===== config.mk =====
export PLATFORM = sky130hd
export DESIGN_NAME = cjb_serial_sub_v
export DESIGN_NICKNAME = d
export VERILOG_FILES = /design/src/rtl/cjb_serial_sub_v.sv
export SDC_FILE = /design/constraint.sdc
export NUM_CORES = 1
export LEC_CHECK = 0
export BUFFER_PORTS_ARGS = -buffer_cell sky130_fd_sc_hd__buf_2
export CELL_PAD_IN_SITES_DETAIL_PLACEMENT = 1
export CELL_PAD_IN_SITES_GLOBAL_PLACEMENT = 1
export CORE_MARGIN = 2
export CORE_UTILIZATION = 47
export CTS_BUF_LIST = sky130_fd_sc_hd__clkbuf_2
export DETAILED_ROUTE_END_ITERATION = 8
export HOLD_SLACK_MARGIN = 0.05
export PLACE_DENSITY = 0.95
export SLEW_MARGIN = 20
export SYNTH_ARGS = -nofsm -noshare
export SYNTH_HDL_FRONTEND = slang
export SYNTH_SLANG_ARGS = --single-unit

===== constraint.sdc =====
create_clock -name clk -period 2.6 [get_ports clk]
set_input_delay 0.39 -clock clk [delete_from_list [all_inputs] [get_ports clk]]
set_output_delay 0.39 -clock clk [all_outputs]
set_load 0.05 [all_outputs]

===== src/rtl/cjb_serial_sub_v.sv =====
// Bit-serial WIDTH-bit subtractor (diff = x - y), one bit per clock, LSB first,
// with borrow/overflow/zero flags. Optional clamp on overflow: CJB_SERIAL_SUB_SAT_EN.
module cjb_serial_sub_v #(
  parameter int WIDTH = 16
) (
  input  logic             clk,
  input  logic             resetn,
  input  logic             start,
  input  logic [WIDTH-1:0] x,
  input  logic [WIDTH-1:0] y,
  output logic             busy,
  output logic             done,
  output logic [WIDTH-1:0] diff,
  output logic             borrow_out,
  output logic             ovf,
  output logic             zero
);

  localparam int CW  = $clog2(WIDTH);
  localparam int MSB = WIDTH - 1;

  typedef enum logic [1:0] {IDLE, RUN, DONE} state_t;

  state_t           state, state_next;
  logic [CW-1:0]    cnt;
  logic [WIDTH-1:0] xs, ys, res;
  logic             b, x_msb, y_msb;

  logic             d, b_next, last, accept, ovf_raw;
  logic [WIDTH-1:0] raw, fin;

  // Full-subtractor cell plus the values committed on the final RUN edge.
  always_comb begin
    d       = xs[0] ^ ys[0] ^ b;
    b_next  = (~xs[0] & ys[0]) | (~(xs[0] ^ ys[0]) & b);
    raw     = {d, res[WIDTH-1:1]};
    last    = (cnt == CW'(WIDTH - 1));
    accept  = start && (state != RUN);
    ovf_raw = (x_msb != y_msb) && (raw[MSB] != x_msb);
`ifdef CJB_SERIAL_SUB_SAT_EN
    if (ovf_raw) fin = x_msb ? {1'b1, {(WIDTH-1){1'b0}}} : {1'b0, {(WIDTH-1){1'b1}}};
    else         fin = raw;
`else
    fin = raw;
`endif
  end

  // NOTE: every variable assigned in always_comb gets a default first, so no latch is inferred.
  always_comb begin
    state_next = state;
    case (state)
      IDLE:    if (start) state_next = RUN;
      RUN:     if (last)  state_next = DONE;
      DONE:    state_next = start ? RUN : IDLE;
      default: state_next = IDLE;
    endcase
  end

  // NOTE: sequential state uses non-blocking assignments; reset is sampled on the clock edge.
  always_ff @(posedge clk) begin
    if (!resetn) state <= IDLE;
    else         state <= state_next;
  end

  always_ff @(posedge clk) begin
    if (!resetn) begin
      xs         <= '0;
      ys         <= '0;
      res        <= '0;
      b          <= 1'b0;
      cnt        <= '0;
      x_msb      <= 1'b0;
      y_msb      <= 1'b0;
      diff       <= '0;
      borrow_out <= 1'b0;
      ovf        <= 1'b0;
      zero       <= 1'b0;
    end else if (accept) begin
      xs    <= x;
      ys    <= y;
      b     <= 1'b0;
      cnt   <= '0;
      x_msb <= x[MSB];
      y_msb <= y[MSB];
    end else if (state == RUN) begin
      xs  <= xs >> 1;
      ys  <= ys >> 1;
      res <= raw;
      b   <= b_next;
      cnt <= cnt + 1'b1;
      // Results are published only here, so they hold through any later RUN.
      if (last) begin
        diff       <= fin;
        borrow_out <= b_next;
        ovf        <= ovf_raw;
        zero       <= (fin == '0);
      end
    end
  end

  assign busy = (state == RUN);
  assign done = (state == DONE);

endmodule


==> report_table.html, run 1 <==
<table>
<tr><th>Metric</th><th>Value</th></tr>
<tr><th colspan="2">STA</th></tr>
<tr><td>Setup Skew</td><td>~0.015 ns</td></tr>
<tr><td>Highest achievable clock rate</td><td>0.4331 GHz</td></tr>
<tr><td>Pin slew with the least headroom to its limit</td><td>0.6402 ns</td></tr>
<tr><td>Clock period minus final worst setup slack</td><td>about 2.3 ns</td></tr>
<tr><td>Slew Viols, Final</td><td>0</td></tr>
<tr><td>Headroom to the max-slew limit</td><td>0.5732</td></tr>
<tr><td>Final setup violation count</td><td>0</td></tr>
<tr><td>Setup Total Neg Slack</td><td>0 ns</td></tr>
<tr><td>RSZ-0062 raised after global routing</td><td>false</td></tr>
<tr><td>Worst Hold Slack</td><td>0.1359 ns</td></tr>
<tr><td>Least setup slack across all paths after layout</td><td>0.2910 ns</td></tr>
<tr><td>Hold Vio Cnt, Final</td><td>0</td></tr>
<tr><td>Final clock period utilization by the worst path</td><td>0.8881</td></tr>
<tr><th colspan="2">Placed design</th></tr>
<tr><td>Weighted congestion reported at the end of routability-driven placement</td><td>0.7894</td></tr>
<tr><td>Number of input and output port buffers inserted</td><td>55</td></tr>
<tr><td>Setup slack after placement</td><td>0.7703 ns</td></tr>
<tr><td>Detailed placer's ending HPWL</td><td>4878 um</td></tr>
<tr><td>Cell area reported after detailed placement</td><td>between 3000 and 4000 sq um</td></tr>
<tr><th colspan="2">Clocking</th></tr>
<tr><td>Worst skew pair latency</td><td>about 0.52 ns</td></tr>
<tr><td>Count of hold buffers inserted by post-cts repair</td><td>0</td></tr>
<tr><td>Clk sink count</td><td>75</td></tr>
<tr><td>Post-CTS setup-driven buffer insertion count</td><td>0</td></tr>
<tr><td>TritonCTS clock tree</td><td>done</td></tr>
<tr><td>Clock transition at the registers of the reported paths</td><td>0.18 ns</td></tr>
<tr><td>Number of levels the H-tree was split into</td><td>3</td></tr>
<tr><td>Clock buffers created by TritonCTS</td><td>9</td></tr>
<tr><td>Cells resized by post-CTS repair</td><td>0</td></tr>
<tr><td>Deepest clock path buffer count</td><td>2</td></tr>
<tr><td>Buffer type at the clock tree root</td><td>clkbuf_2</td></tr>
<tr><th colspan="2">Hold path</th></tr>
<tr><td>Cell depth of the worst hold path</td><td>3</td></tr>
<tr><td>Worst Hold End</td><td>y_msb</td></tr>
<tr><td>Worst min-delay path startpoint</td><td>y[15]</td></tr>
<tr><td>Class of the most critical hold timing path</td><td>input port to flop</td></tr>
<tr><th colspan="2">Floorplanning</th></tr>
<tr><td>Die extent in y</td><td>86.67 um</td></tr>
<tr><td>Top-level port count</td><td>56</td></tr>
<tr><td>Placeable core region</td><td>6719 sq um</td></tr>
<tr><td>Floorplan die width</td><td>about 87 um</td></tr>
<tr><td>Die Area</td><td>7511 sq um</td></tr>
<tr><td>Initial standard-cell utilization of the core</td><td>0.4780</td></tr>
<tr><td>Rows</td><td>30</td></tr>
<tr><th colspan="2">Synth</th></tr>
<tr><td>Most common cell in the netlist</td><td>nand2_1</td></tr>
<tr><td>Post-synthesis register bit count</td><td>75</td></tr>
<tr><td>Post-synthesis average cell area</td><td>9.283 sq um</td></tr>
<tr><td>Post-synthesis cell type count</td><td>32</td></tr>
<tr><td>Syn Nets</td><td>383</td></tr>
<tr><td>Number of standard cells after synthesis</td><td>346</td></tr>
<tr><td>Share of flip-flops with an asynchronous set or reset after synthesis</td><td>0</td></tr>
<tr><td>Yosys warnings</td><td>0</td></tr>
<tr><td>Number of enable flip-flop cells after synthesis</td><td>0</td></tr>
<tr><td>Portion of the post-synthesis area used by sequential elements</td><td>0.4675</td></tr>
<tr><td>Commonest cells in the synthesized netlist</td><td>nand2_1 (100), dfxtp_1 (75), o211a_1 (32), mux2i_1 (31), a21boi_0 (19)</td></tr>
<tr><td>Cell types occupying the most area after synthesis</td><td>dfxtp_1 (47%), nand2_1 (12%), o211a_1 (10%)</td></tr>
<tr><td>Mapped Area</td><td>3212 sq um</td></tr>
<tr><td>Library cell with the largest summed area after synthesis</td><td>dfxtp_1</td></tr>
<tr><td>Yosys top cell area share</td><td>0.4675</td></tr>
<tr><td>Most used flip-flop cell after synthesis</td><td>dfxtp_1</td></tr>
<tr><th colspan="2">Routing</th></tr>
<tr><td>First drt pass iteration count</td><td>4</td></tr>
<tr><td>Remaining DRCs</td><td>0</td></tr>
<tr><td>Via density per instance</td><td>5.447</td></tr>
<tr><td>Antenna Violating Nets Remaining</td><td>0</td></tr>
<tr><td>First-iteration detailed-routing DRC count</td><td>71</td></tr>
<tr><td>Routed WL</td><td>between 6000 and 7000 um</td></tr>
<tr><td>Post-detailed-route wirelength per cell</td><td>14.75 um</td></tr>
<tr><td>Via count</td><td>2560</td></tr>
<tr><th colspan="2">Cells and area</th></tr>
<tr><td>Layout net count</td><td>425</td></tr>
<tr><td>Share of the core filled with cells in the final layout</td><td>0.5263</td></tr>
<tr><td>Area added between synthesis and finish</td><td>10.09%</td></tr>
<tr><td>Proportion of layout cells with a drive suffix above 1</td><td>0.1949</td></tr>
<tr><td>Inserted Diodes</td><td>0</td></tr>
<tr><td>Total non-filler cell area in the finished layout</td><td>3536 sq um</td></tr>
<tr><th colspan="2">Power</th></tr>
<tr><td>Comb pwr share</td><td>0.128</td></tr>
<tr><td>Sequential power share</td><td>0.623</td></tr>
<tr><td>Switching pwr</td><td>0.0005456 W</td></tr>
<tr><td>Total power divided by cell area</td><td>562.4 nW/um^2</td></tr>
<tr><td>Clk network pwr share</td><td>0.249</td></tr>
<tr><td>Leak</td><td>1.786 nW</td></tr>
<tr><td>Maximum vdd ir drop</td><td>0.0002602 V</td></tr>
<tr><td>Internal power</td><td>approximately 0.0014 W</td></tr>
<tr><td>Switching Share</td><td>0.2744</td></tr>
<tr><th colspan="2">GRT</th></tr>
<tr><td>Gr usage total</td><td>0.1984</td></tr>
<tr><td>Remaining global-route overflow</td><td>0</td></tr>
<tr><td>Wire length of the first global-routing pass</td><td>11710 um</td></tr>
<tr><td>Antenna violations before repair</td><td>0</td></tr>
<tr><td>Pin count of the biggest net entering global routing</td><td>70</td></tr>
<tr><td>Vias in the first global route</td><td>2654</td></tr>
<tr><th colspan="2">Flow run</th></tr>
<tr><td>Reported max-cap violation count</td><td>0</td></tr>
<tr><th colspan="2">Setup path</th></tr>
<tr><td>Buffers plus inverters on the worst setup path</td><td>2</td></tr>
<tr><td>Type of the worst setup path</td><td>flop to output port</td></tr>
<tr><td>Beginning of the worst register-to-register path</td><td>state[1]</td></tr>
<tr><td>Category of the worst setup path capture point</td><td>output port</td></tr>
<tr><td>Startpoint type of the worst setup path</td><td>flop</td></tr>
<tr><td>Chain of cells forming the critical path</td><td>nand2b_2, inv_1, buf_2</td></tr>
<tr><td>Reg-to-reg critical path endpoint</td><td>cnt[3]</td></tr>
<tr><td>Crit path DAT</td><td>1.92 ns</td></tr>
<tr><td>CP top delay family</td><td>buffers and inverters</td></tr>
<tr><td>Slack of the worst reg-to-reg path</td><td>just under 0.8 ns</td></tr>
<tr><td>Critical Path RT</td><td>around 2.2 ns</td></tr>
<tr><td>Reg2Reg Depth</td><td>5</td></tr>
<tr><td>Peak fanout along the critical path</td><td>19</td></tr>
<tr><td>Maximum cell stage delay along the critical path</td><td>just under 0.4 ns</td></tr>
<tr><td>Critical Path Slowest Stage Cell</td><td>inv_1</td></tr>
<tr><th colspan="2">Status</th></tr>
<tr><td>Outcome</td><td>finished, final reports clean</td></tr>
</table>
==> stage by stage <==
step / instances / power (W)
after floorplan: 346 / 0.001452
after global placement: 457 / 0.001500
after detailed placement: 457 / 0.001521
after CTS: 470 / 0.002010
after global routing: 470 / 0.002076
final: 470 / 0.001988
==> how the worst max path moves through the flow <==
stage | from | end | slack (ns) | cells past startpoint
5_1_grt | state[1] | busy | 0.16 | 3
2_1_floorplan | ys[0] | ovf | 1.04 | 5
3_5_place_dp | state[1] | cnt[3] | 0.77 | 5
3_3_place_gp | state[1] | cnt[3] | 0.86 | 5
6_report | state[1] | busy | 0.29 | 3
4_1_cts | state[1] | busy | 0.25 | 3
==> cells by family (layout without fill, tap and decap cells) <==
family	after synthesis	after routing	share of synthesized area
adder cells (fa/ha/maj)	2	2	0.01013
AO/OA/AOI/OAI	75	75	0.1971
multiplexers	31	31	0.09661
flip-flops	75	75	0.4675
AND/OR/NAND/NOR	129	129	0.1706
buffers and inverters	34	78	0.05804
==> placed cells by master, fill, tap and decap left out, drive strengths merged <==
cell type | netlist | routed
nand2 | 100 | 100
dfxtp | 75 | 75
buf | 21 | 60
a21boi | 36 | 36
o211a | 32 | 32
mux2i | 31 | 31
clkbuf | 8 | 12
nand3 | 6 | 6
nor2 | 6 | 6
inv | 5 | 5
nor4 | 4 | 4
o21ai | 4 | 4
nand3b | 3 | 3
nor2b | 2 | 2
and2 | 2 | 2
nand2b | 2 | 2
o211ai | 1 | 1
or2 | 1 | 1
or3b | 1 | 1
nand4 | 1 | 1
o311a | 1 | 1
or3 | 1 | 1
a21oi | 1 | 1
fa | 1 | 1
ha | 1 | 1
clkinv | 0 | 1
==> power groups by stage <==
stage | Clock [W] | Combinational, W | Sequential [W]
after floorplan | 0 | 0.000202 | 0.00125
after global placement | 0 | 0.000242 | 0.00126
after detailed placement | 0 | 0.000258 | 0.00126
after CTS | 0.000512 | 0.000259 | 0.00124
after global routing | 0.000544 | 0.000287 | 0.00124
final | 0.000496 | 0.000255 | 0.00124
==> worst register-to-register path, stage by stage, from the launching register on <==
cell and delay [ns]:
dfxtp_1 0.34, nand2b_2 0.33, inv_1 0.39, buf_4 0.24, nor2_1 0.08, o311a_1 0.37
==> sequential cells by signal, summed over array words and instances, names as in the netlist <==
register,cells
zero,1
res,15
b,1
state,2
x_msb,1
diff,16
borrow_out,1
y_msb,1
ys,16
cnt,4
xs,16
ovf,1
==> per-layer routing <==
metal	share of wire	global-route usage	vias to the layer above
met2	0.50	0.3538	48
met5	0	0	-
li1	-	-	1266
met3	0.037	0.04000	10
met4	0.019	0.08949	0
met1	0.44	0.2278	1236
==> layout make-up <==
type,count,area (sq um)
Clock buffer,12,60.06
Clock inverter,1,3.754
Fill cell,823,3183
Inverter,5,18.77
Multi-Input combinational cell,237,1526
Sequential cell,75,1501
Tap cell,80,100.1
Timing Repair Buffer,60,325.3
(Power assumes the default switching activity.)
==> run 2: changes to the inputs <==
CORE_MARGIN = default   (was 2)
==> report_table.html, run 2 (synthesis results as in run 1) <==
<table>
<tr><th>Metric</th><th>Value</th></tr>
<tr><th colspan="2">STA</th></tr>
<tr><td>Slew Viols, Final</td><td>0 (unchanged)</td></tr>
<tr><td>Headroom to the max-slew limit</td><td>0.5833 (+0.01011)</td></tr>
<tr><td>Hold Vio Cnt, Final</td><td>0 (unchanged)</td></tr>
<tr><td>Clock period minus final worst setup slack</td><td>1.913 ns (-0.3958 ns)</td></tr>
<tr><td>Final clock period utilization by the worst path</td><td>0.7358 (-0.1522)</td></tr>
<tr><td>Setup Skew</td><td>0.02535 ns (+0.01019 ns)</td></tr>
<tr><td>Setup Total Neg Slack</td><td>0 ns (unchanged)</td></tr>
<tr><td>Final setup violation count</td><td>0 (unchanged)</td></tr>
<tr><td>RSZ-0062 raised after global routing</td><td>false</td></tr>
<tr><td>Pin slew with the least headroom to its limit</td><td>0.6250 ns (-0.01516 ns)</td></tr>
<tr><td>Highest achievable clock rate</td><td>0.5227 GHz (+21%)</td></tr>
<tr><th colspan="2">Clocking</th></tr>
<tr><td>Number of levels the H-tree was split into</td><td>3 (unchanged)</td></tr>
<tr><td>Clock buffers created by TritonCTS</td><td>9 (unchanged)</td></tr>
<tr><td>Clk sink count</td><td>75 (unchanged)</td></tr>
<tr><td>Clock transition at the registers of the reported paths</td><td>0.22 ns (+0.04 ns)</td></tr>
<tr><td>Cells resized by post-CTS repair</td><td>0 (unchanged)</td></tr>
<tr><td>Post-CTS setup-driven buffer insertion count</td><td>0 (unchanged)</td></tr>
<tr><td>Count of hold buffers inserted by post-cts repair</td><td>0 (unchanged)</td></tr>
<tr><td>Worst skew pair latency</td><td>0.51 ns (about the same)</td></tr>
<tr><td>Deepest clock path buffer count</td><td>2 (unchanged)</td></tr>
<tr><td>Buffer type at the clock tree root</td><td>clkbuf_2</td></tr>
<tr><td>TritonCTS clock tree</td><td>done</td></tr>
<tr><th colspan="2">Routing</th></tr>
<tr><td>First drt pass iteration count</td><td>8 (+4)</td></tr>
<tr><td>Via density per instance</td><td>5.427 (-0.37%)</td></tr>
<tr><td>Remaining DRCs</td><td>3 (+3)</td></tr>
<tr><td>First-iteration detailed-routing DRC count</td><td>101 (+42%)</td></tr>
<tr><td>Routed WL</td><td>6865 um (-0.97%)</td></tr>
<tr><td>Antenna Violating Nets Remaining</td><td>0 (unchanged)</td></tr>
<tr><td>Via count</td><td>2556 (-0.16%)</td></tr>
<tr><td>Post-detailed-route wirelength per cell</td><td>14.58 um (-1.2%)</td></tr>
<tr><th colspan="2">GRT</th></tr>
<tr><td>Antenna violations before repair</td><td>0 (unchanged)</td></tr>
<tr><td>Pin count of the biggest net entering global routing</td><td>51 (-27%)</td></tr>
<tr><td>Gr usage total</td><td>0.2063 (+0.007871)</td></tr>
<tr><td>Remaining global-route overflow</td><td>0 (unchanged)</td></tr>
<tr><td>Wire length of the first global-routing pass</td><td>11670 um (-0.36%)</td></tr>
<tr><td>Vias in the first global route</td><td>2536 (-4.4%)</td></tr>
<tr><th colspan="2">Hold path</th></tr>
<tr><td>Class of the most critical hold timing path</td><td>input port to flop</td></tr>
<tr><th colspan="2">Placed design</th></tr>
<tr><td>Cell area reported after detailed placement</td><td>3488 sq um (+0.47%)</td></tr>
<tr><td>Weighted congestion reported at the end of routability-driven placement</td><td>0.7376 (-6.6%)</td></tr>
<tr><td>Number of input and output port buffers inserted</td><td>55 (unchanged)</td></tr>
<tr><td>Detailed placer's ending HPWL</td><td>4775 um (-2.1%)</td></tr>
<tr><th colspan="2">Cells and area</th></tr>
<tr><td>Area added between synthesis and finish</td><td>11.41%</td></tr>
<tr><td>Top library cells by usage in the layout, fill and taps aside</td><td>nand2_1 (100), dfxtp_1 (75), buf_2 (55)</td></tr>
<tr><td>Most frequent standard cell in the layout excluding fill and tap cells</td><td>nand2_1</td></tr>
<tr><td>Layout net count</td><td>426 (+0.24%)</td></tr>
<tr><td>Proportion of layout cells with a drive suffix above 1</td><td>0.2030 (+0.008174)</td></tr>
<tr><td>Biggest registers after layout</td><td>diff (16), xs (16), ys (16)</td></tr>
<tr><td>Total non-filler cell area in the finished layout</td><td>3578 sq um (+1.2%)</td></tr>
<tr><td>Inserted Diodes</td><td>0 (unchanged)</td></tr>
<tr><th colspan="2">Power</th></tr>
<tr><td>Maximum vdd ir drop</td><td>0.0003842 V (+48%)</td></tr>
<tr><td>Leak</td><td>1.795 nW (+0.50%)</td></tr>
<tr><td>Total power divided by cell area</td><td>565.5 nW/um^2 (+0.56%)</td></tr>
<tr><th colspan="2">Setup path</th></tr>
<tr><td>Chain of cells forming the critical path</td><td>nand2b_2, inv_1, buf_2</td></tr>
<tr><td>Slack of the worst reg-to-reg path</td><td>0.90 ns (+0.13 ns)</td></tr>
<tr><td>Reg2Reg Depth</td><td>5 (unchanged)</td></tr>
<tr><td>Reg-to-reg critical path endpoint</td><td>ovf</td></tr>
<tr><td>CP startpoint</td><td>state[0]</td></tr>
<tr><td>Beginning of the worst register-to-register path</td><td>ys[0]</td></tr>
<tr><td>Category of the worst setup path capture point</td><td>output port</td></tr>
<tr><td>Critical Path RT</td><td>2.21 ns (about the same)</td></tr>
<tr><td>Capture point of the critical path</td><td>busy</td></tr>
<tr><td>Peak fanout along the critical path</td><td>9 (-10)</td></tr>
<tr><td>Type of the worst setup path</td><td>flop to output port</td></tr>
<tr><td>Maximum cell stage delay along the critical path</td><td>0.46 ns (+0.07 ns)</td></tr>
<tr><td>Startpoint type of the worst setup path</td><td>flop</td></tr>
<tr><td>Critical Path Slowest Stage Cell</td><td>dfxtp_1</td></tr>
<tr><td>Crit path DAT</td><td>1.52 ns (-0.40 ns)</td></tr>
<tr><th colspan="2">Floorplanning</th></tr>
<tr><td>Placeable core region</td><td>6459 sq um (-3.9%)</td></tr>
<tr><td>Die Area</td><td>7168 sq um (-4.6%)</td></tr>
<tr><td>Die extent in y</td><td>84.67 um (-2.3%)</td></tr>
<tr><td>Floorplan die width</td><td>84.67 um (-2.3%)</td></tr>
<tr><td>Initial standard-cell utilization of the core</td><td>0.4973 (+0.01926)</td></tr>
<tr><td>Top-level port count</td><td>56 (unchanged)</td></tr>
<tr><td>Rows</td><td>29 (-3.3%)</td></tr>
<tr><th colspan="2">Status</th></tr>
<tr><td>Outcome</td><td>complete, but fails checks</td></tr>
<tr><td>Violated checks</td><td>DRC</td></tr>
<tr><th colspan="2">Flow run</th></tr>
<tr><td>Reported max-cap violation count</td><td>0 (unchanged)</td></tr>
</table>
## run 2: cell types whose count changed in the layout (fill, tap and decap cells not counted)
cell / previous run / this run
clkinvlp_4: 0 / 3
clkbuf_2: 12 / 9
clkinv_2: 0 / 2
buf_12: 1 / 2
clkinv_4: 0 / 1
## run 2: how the worst min path moves through the flow
stage	start	endpoint	slack, ns	cells after the start
finish	x[15]	xs[15]	0.14	3
global route	x[15]	xs[15]	0.07	3
CTS	x[15]	xs[15]	0.09	3
detailed placement	diff[8]	diff[8]	0.44	2
global placement	diff[6]	diff[6]	0.44	2
floorplan	res[1]	diff[0]	0.44	2
## run 2: where the power goes
part	leakage (nW)	total [W]	switching, W	internal, W
clock	0.0513	0.000525	0.000405	0.000120
combinational	1.13	0.000261	0.000141	0.000121
sequential	0.612	0.00124	0.0000325	0.00121
total	1.79	0.00202	0.000578	0.00145
## run 2: layout make-up
class                           instances  area [sq um]
Sequential cell                        75          1501
Multi-Input combinational cell        237          1526
Tap cell                               77         96.34
Clock buffer                            9         45.04
Clock inverter                          7         45.04
Timing Repair Buffer                   61         345.3
Inverter                                5         18.77
Fill cell                             784          2880
## run 2: stage by stage
stage          utilization  setup WS, ns  hold WS (ns)  total power, W  cells
6_report            0.5540        0.6869        0.1351        0.002024    471
2_1_floorplan            -         1.040        0.4441        0.001452    346
3_5_place_dp        0.5401        0.9288        0.4420        0.001526    455
5_1_grt             0.5540        0.5377       0.07339        0.002142    471
3_3_place_gp        0.5401        0.9988        0.4374        0.001506    455
4_1_cts             0.5540        0.6455       0.08706        0.002053    471
## run 2: critical path, delay by kind of cell, from the launching register on
family	cells	cell delay [ns]
AND/OR/NAND/NOR	1	0.19
flip-flops	1	0.46
buffers and inverters	2	0.39
## run 2: metal layers
| metal | vias to the layer above | track usage | routed length, um |
|---|---|---|---|
| met3 | 8 | 0.07571 | 362 |
| met5 | - | 0 | 0 |
| met1 | 1221 | 0.2374 | 3036 |
| met4 | 0 | 0.04777 | 77 |
| li1 | 1270 | - | - |
| met2 | 57 | 0.3651 | 3389 |
==> run 3: changes to the inputs <==
CORE_UTILIZATION = 39   (was 47)
PLACE_DENSITY = 0.89   (was 0.95)
clock period = 1.69 ns   (was 2.6 ns; I/O delays follow)
==> report_table.html, run 3 (synthesis results as in run 1) <==
<table>
<tr><th>Metric</th><th>Value</th></tr>
<tr><th colspan="2">Setup path</th></tr>
<tr><td>Peak fanout along the critical path</td><td>6 (-3)</td></tr>
<tr><td>Category of the worst setup path capture point</td><td>output port</td></tr>
<tr><td>Critical Path RT</td><td>1.44 ns (-0.77 ns)</td></tr>
<tr><td>Type of the worst setup path</td><td>flop to output port</td></tr>
<tr><td>Crit path DAT</td><td>1.35 ns (-0.17 ns)</td></tr>
<tr><td>Startpoint type of the worst setup path</td><td>flop</td></tr>
<tr><th colspan="2">Cells and area</th></tr>
<tr><td>Layout net count</td><td>447 (+4.9%)</td></tr>
<tr><td>Area added between synthesis and finish</td><td>20.65%</td></tr>
<tr><td>Share of the core filled with cells in the final layout</td><td>0.4938 (-0.06027)</td></tr>
<tr><td>Most frequent standard cell in the layout excluding fill and tap cells</td><td>nand2_1</td></tr>
<tr><td>Inserted Diodes</td><td>0 (unchanged)</td></tr>
<tr><td>Biggest registers after layout</td><td>diff (16), xs (16), ys (16)</td></tr>
<tr><td>Top library cells by usage in the layout, fill and taps aside</td><td>nand2_1 (100), dfxtp_1 (75), buf_2 (53)</td></tr>
<tr><td>Proportion of layout cells with a drive suffix above 1</td><td>0.2120 (+0.009003)</td></tr>
<tr><th colspan="2">Floorplanning</th></tr>
<tr><td>Top-level port count</td><td>56 (unchanged)</td></tr>
<tr><td>Placeable core region</td><td>7848 sq um (+22%)</td></tr>
<tr><td>Die extent in y</td><td>92.75 um (+9.5%)</td></tr>
<tr><td>Rows</td><td>32 (+10%)</td></tr>
<tr><td>Floorplan die width</td><td>92.75 um (+9.5%)</td></tr>
<tr><td>Die Area</td><td>8603 sq um (+20%)</td></tr>
<tr><td>Initial standard-cell utilization of the core</td><td>0.4093 (-0.08801)</td></tr>
<tr><th colspan="2">Clocking</th></tr>
<tr><td>Clk sink count</td><td>75 (unchanged)</td></tr>
<tr><td>TritonCTS clock tree</td><td>done</td></tr>
<tr><td>Clock buffers created by TritonCTS</td><td>9 (unchanged)</td></tr>
<tr><td>Number of levels the H-tree was split into</td><td>3 (unchanged)</td></tr>
<tr><td>Clock transition at the registers of the reported paths</td><td>0.22 ns (about the same)</td></tr>
<tr><td>Worst skew pair latency</td><td>0.52 ns (about the same)</td></tr>
<tr><td>Buffer type at the clock tree root</td><td>clkbuf_2</td></tr>
<tr><td>Deepest clock path buffer count</td><td>2 (unchanged)</td></tr>
<tr><th colspan="2">STA</th></tr>
<tr><td>Hold Vio Cnt, Final</td><td>0 (unchanged)</td></tr>
<tr><td>Clock period minus final worst setup slack</td><td>1.601 ns</td></tr>
<tr><td>Final clock period utilization by the worst path</td><td>0.9473</td></tr>
<tr><td>Setup Skew</td><td>0.02430 ns (-0.001051 ns)</td></tr>
<tr><td>Slew Viols, Final</td><td>0 (unchanged)</td></tr>
<tr><td>Worst Hold Slack</td><td>0.08205 ns (-0.05305 ns)</td></tr>
<tr><td>Final setup violation count</td><td>0 (unchanged)</td></tr>
<tr><td>Headroom to the max-slew limit</td><td>0.6747 (+0.09143)</td></tr>
<tr><td>Pin slew with the least headroom to its limit</td><td>0.4879 ns (-0.1372 ns)</td></tr>
<tr><td>Highest achievable clock rate</td><td>0.6246 GHz</td></tr>
<tr><th colspan="2">Routing</th></tr>
<tr><td>Amount of wire on met2 after detailed routing</td><td>3691 um (+8.9%)</td></tr>
<tr><td>Post-detailed-route wirelength per cell</td><td>14.10 um (-3.2%)</td></tr>
<tr><td>Via count</td><td>2621 (+2.5%)</td></tr>
<tr><td>First drt pass iteration count</td><td>4 (-4)</td></tr>
<tr><td>First-iteration detailed-routing DRC count</td><td>82 (-19%)</td></tr>
<tr><td>Highest Signal Layer</td><td>met4</td></tr>
<tr><td>Antenna Violating Nets Remaining</td><td>0 (unchanged)</td></tr>
<tr><td>Remaining DRCs</td><td>0 (-3)</td></tr>
<tr><td>Via density per instance</td><td>5.070 (-6.6%)</td></tr>
<tr><td>Met3 routed WL</td><td>276 um (-24%)</td></tr>
<tr><td>Routed WL</td><td>7292 um (+6.2%)</td></tr>
<tr><td>Met1 Wirelength</td><td>3268 um (+7.6%)</td></tr>
<tr><th colspan="2">Power</th></tr>
<tr><td>Maximum vdd ir drop</td><td>0.0004968 V (+29%)</td></tr>
<tr><td>Total power divided by cell area</td><td>866.1 nW/um^2 (+53%)</td></tr>
<tr><td>Leak</td><td>1.914 nW (+6.6%)</td></tr>
<tr><td>Total design power</td><td>0.003356 W (+66%)</td></tr>
<tr><th colspan="2">Flow run</th></tr>
<tr><td>Reported max-cap violation count</td><td>0 (unchanged)</td></tr>
<tr><th colspan="2">GRT</th></tr>
<tr><td>Pin count of the biggest net entering global routing</td><td>46 (-9.8%)</td></tr>
<tr><td>Vias in the first global route</td><td>2740 (+8.0%)</td></tr>
<tr><td>Antenna violations before repair</td><td>0 (unchanged)</td></tr>
<tr><td>Remaining global-route overflow</td><td>0 (unchanged)</td></tr>
<tr><td>Wire length of the first global-routing pass</td><td>12620 um (+8.2%)</td></tr>
<tr><td>Gr usage total</td><td>0.1853 (-0.02101)</td></tr>
<tr><th colspan="2">Hold path</th></tr>
<tr><td>Class of the most critical hold timing path</td><td>input port to flop</td></tr>
<tr><th colspan="2">Placed design</th></tr>
<tr><td>Number of input and output port buffers inserted</td><td>55 (unchanged)</td></tr>
<tr><td>Weighted congestion reported at the end of routability-driven placement</td><td>0.7363 (-0.18%)</td></tr>
<tr><td>Detailed placer's ending HPWL</td><td>4868 um (+2.0%)</td></tr>
<tr><th colspan="2">Status</th></tr>
<tr><td>Outcome</td><td>finished, final reports clean</td></tr>
</table>
==> run 3: cell count changes in the layout (fill, tap and decap cells not counted), sizes merged <==
| cell | delta |
|---|---|
| inv | +1 |
| buf | +5 |
| bufinv | +1 |
| clkinvlp | -2 |
| clkbuf | +1 |
| dlygate4sd3 | +15 |
==> run 3: timing repair <==
| action | in CTS | in global routing |
|---|---|---|
| hold endpoints to repair | 15 | 2 |
| hold buffers | 13 | 2 |
| gates resized for setup | 4 | 4 |
| setup buffers | 1 | 0 |
| setup endpoints to repair | 1 | 18 |
==> run 3: area by class of cell <==
type                    instances  area [sq um]
well taps                     102         127.6
flip-flops and latches         75          1501
repair buffers                 82         574.3
clock inverters                 7         67.56
inverters                       5         21.27
multi-input cells             237          1538
fillers                       932          3973
clock buffers                   9         45.04
==> run 3: critical path, cell delays in order, from the launching register on <==
cell and delay, ns:
dfxtp_1 0.47, nand2b_4 0.12, inv_4 0.09, buf_6 0.15
==> run 3: per-stage QoR <==
| step | cells | setup WS (ns) | cell area [sq um] | TNS (ns) |
|---|---|---|---|---|
| finish | 517 | 0.08900 | 3875 | 0 |
| global route | 517 | -0.01103 | 3875 | -0.01822 |
| detailed placement | 485 | 0.03074 | 3582 | 0 |
| CTS | 515 | 0.01571 | 3841 | 0 |
| floorplan | 346 | 0.1302 | 3212 | 0 |
| global placement | 485 | 0.1400 | 3582 | 0 |
==> run 3: layer usage <==
layer  track usage  vias up
met5             0        -
met4       0.05000        0
met3       0.05337        6
met2        0.3395       57
met1        0.2083     1247
li1              -     1311
==> run 3: report_power, final <==
part           total, W  leakage (nW)  internal, W  switching [W]
Clock          0.000987        0.0674     0.000337       0.000650
Sequential      0.00190         0.612      0.00185      0.0000490
Combinational  0.000465          1.23     0.000234       0.000231
==> run 3: worst paths after layout <==
check / from / end / slack [ns] / cells after the start
setup reg to reg: ys[0] / ovf / 0.11 / 5
setup / recovery: state[0] / busy / 0.09 / 3
hold reg to reg: diff[0] / diff[0] / 0.47 / 2
hold / removal: y[5] / ys[5] / 0.08 / 4
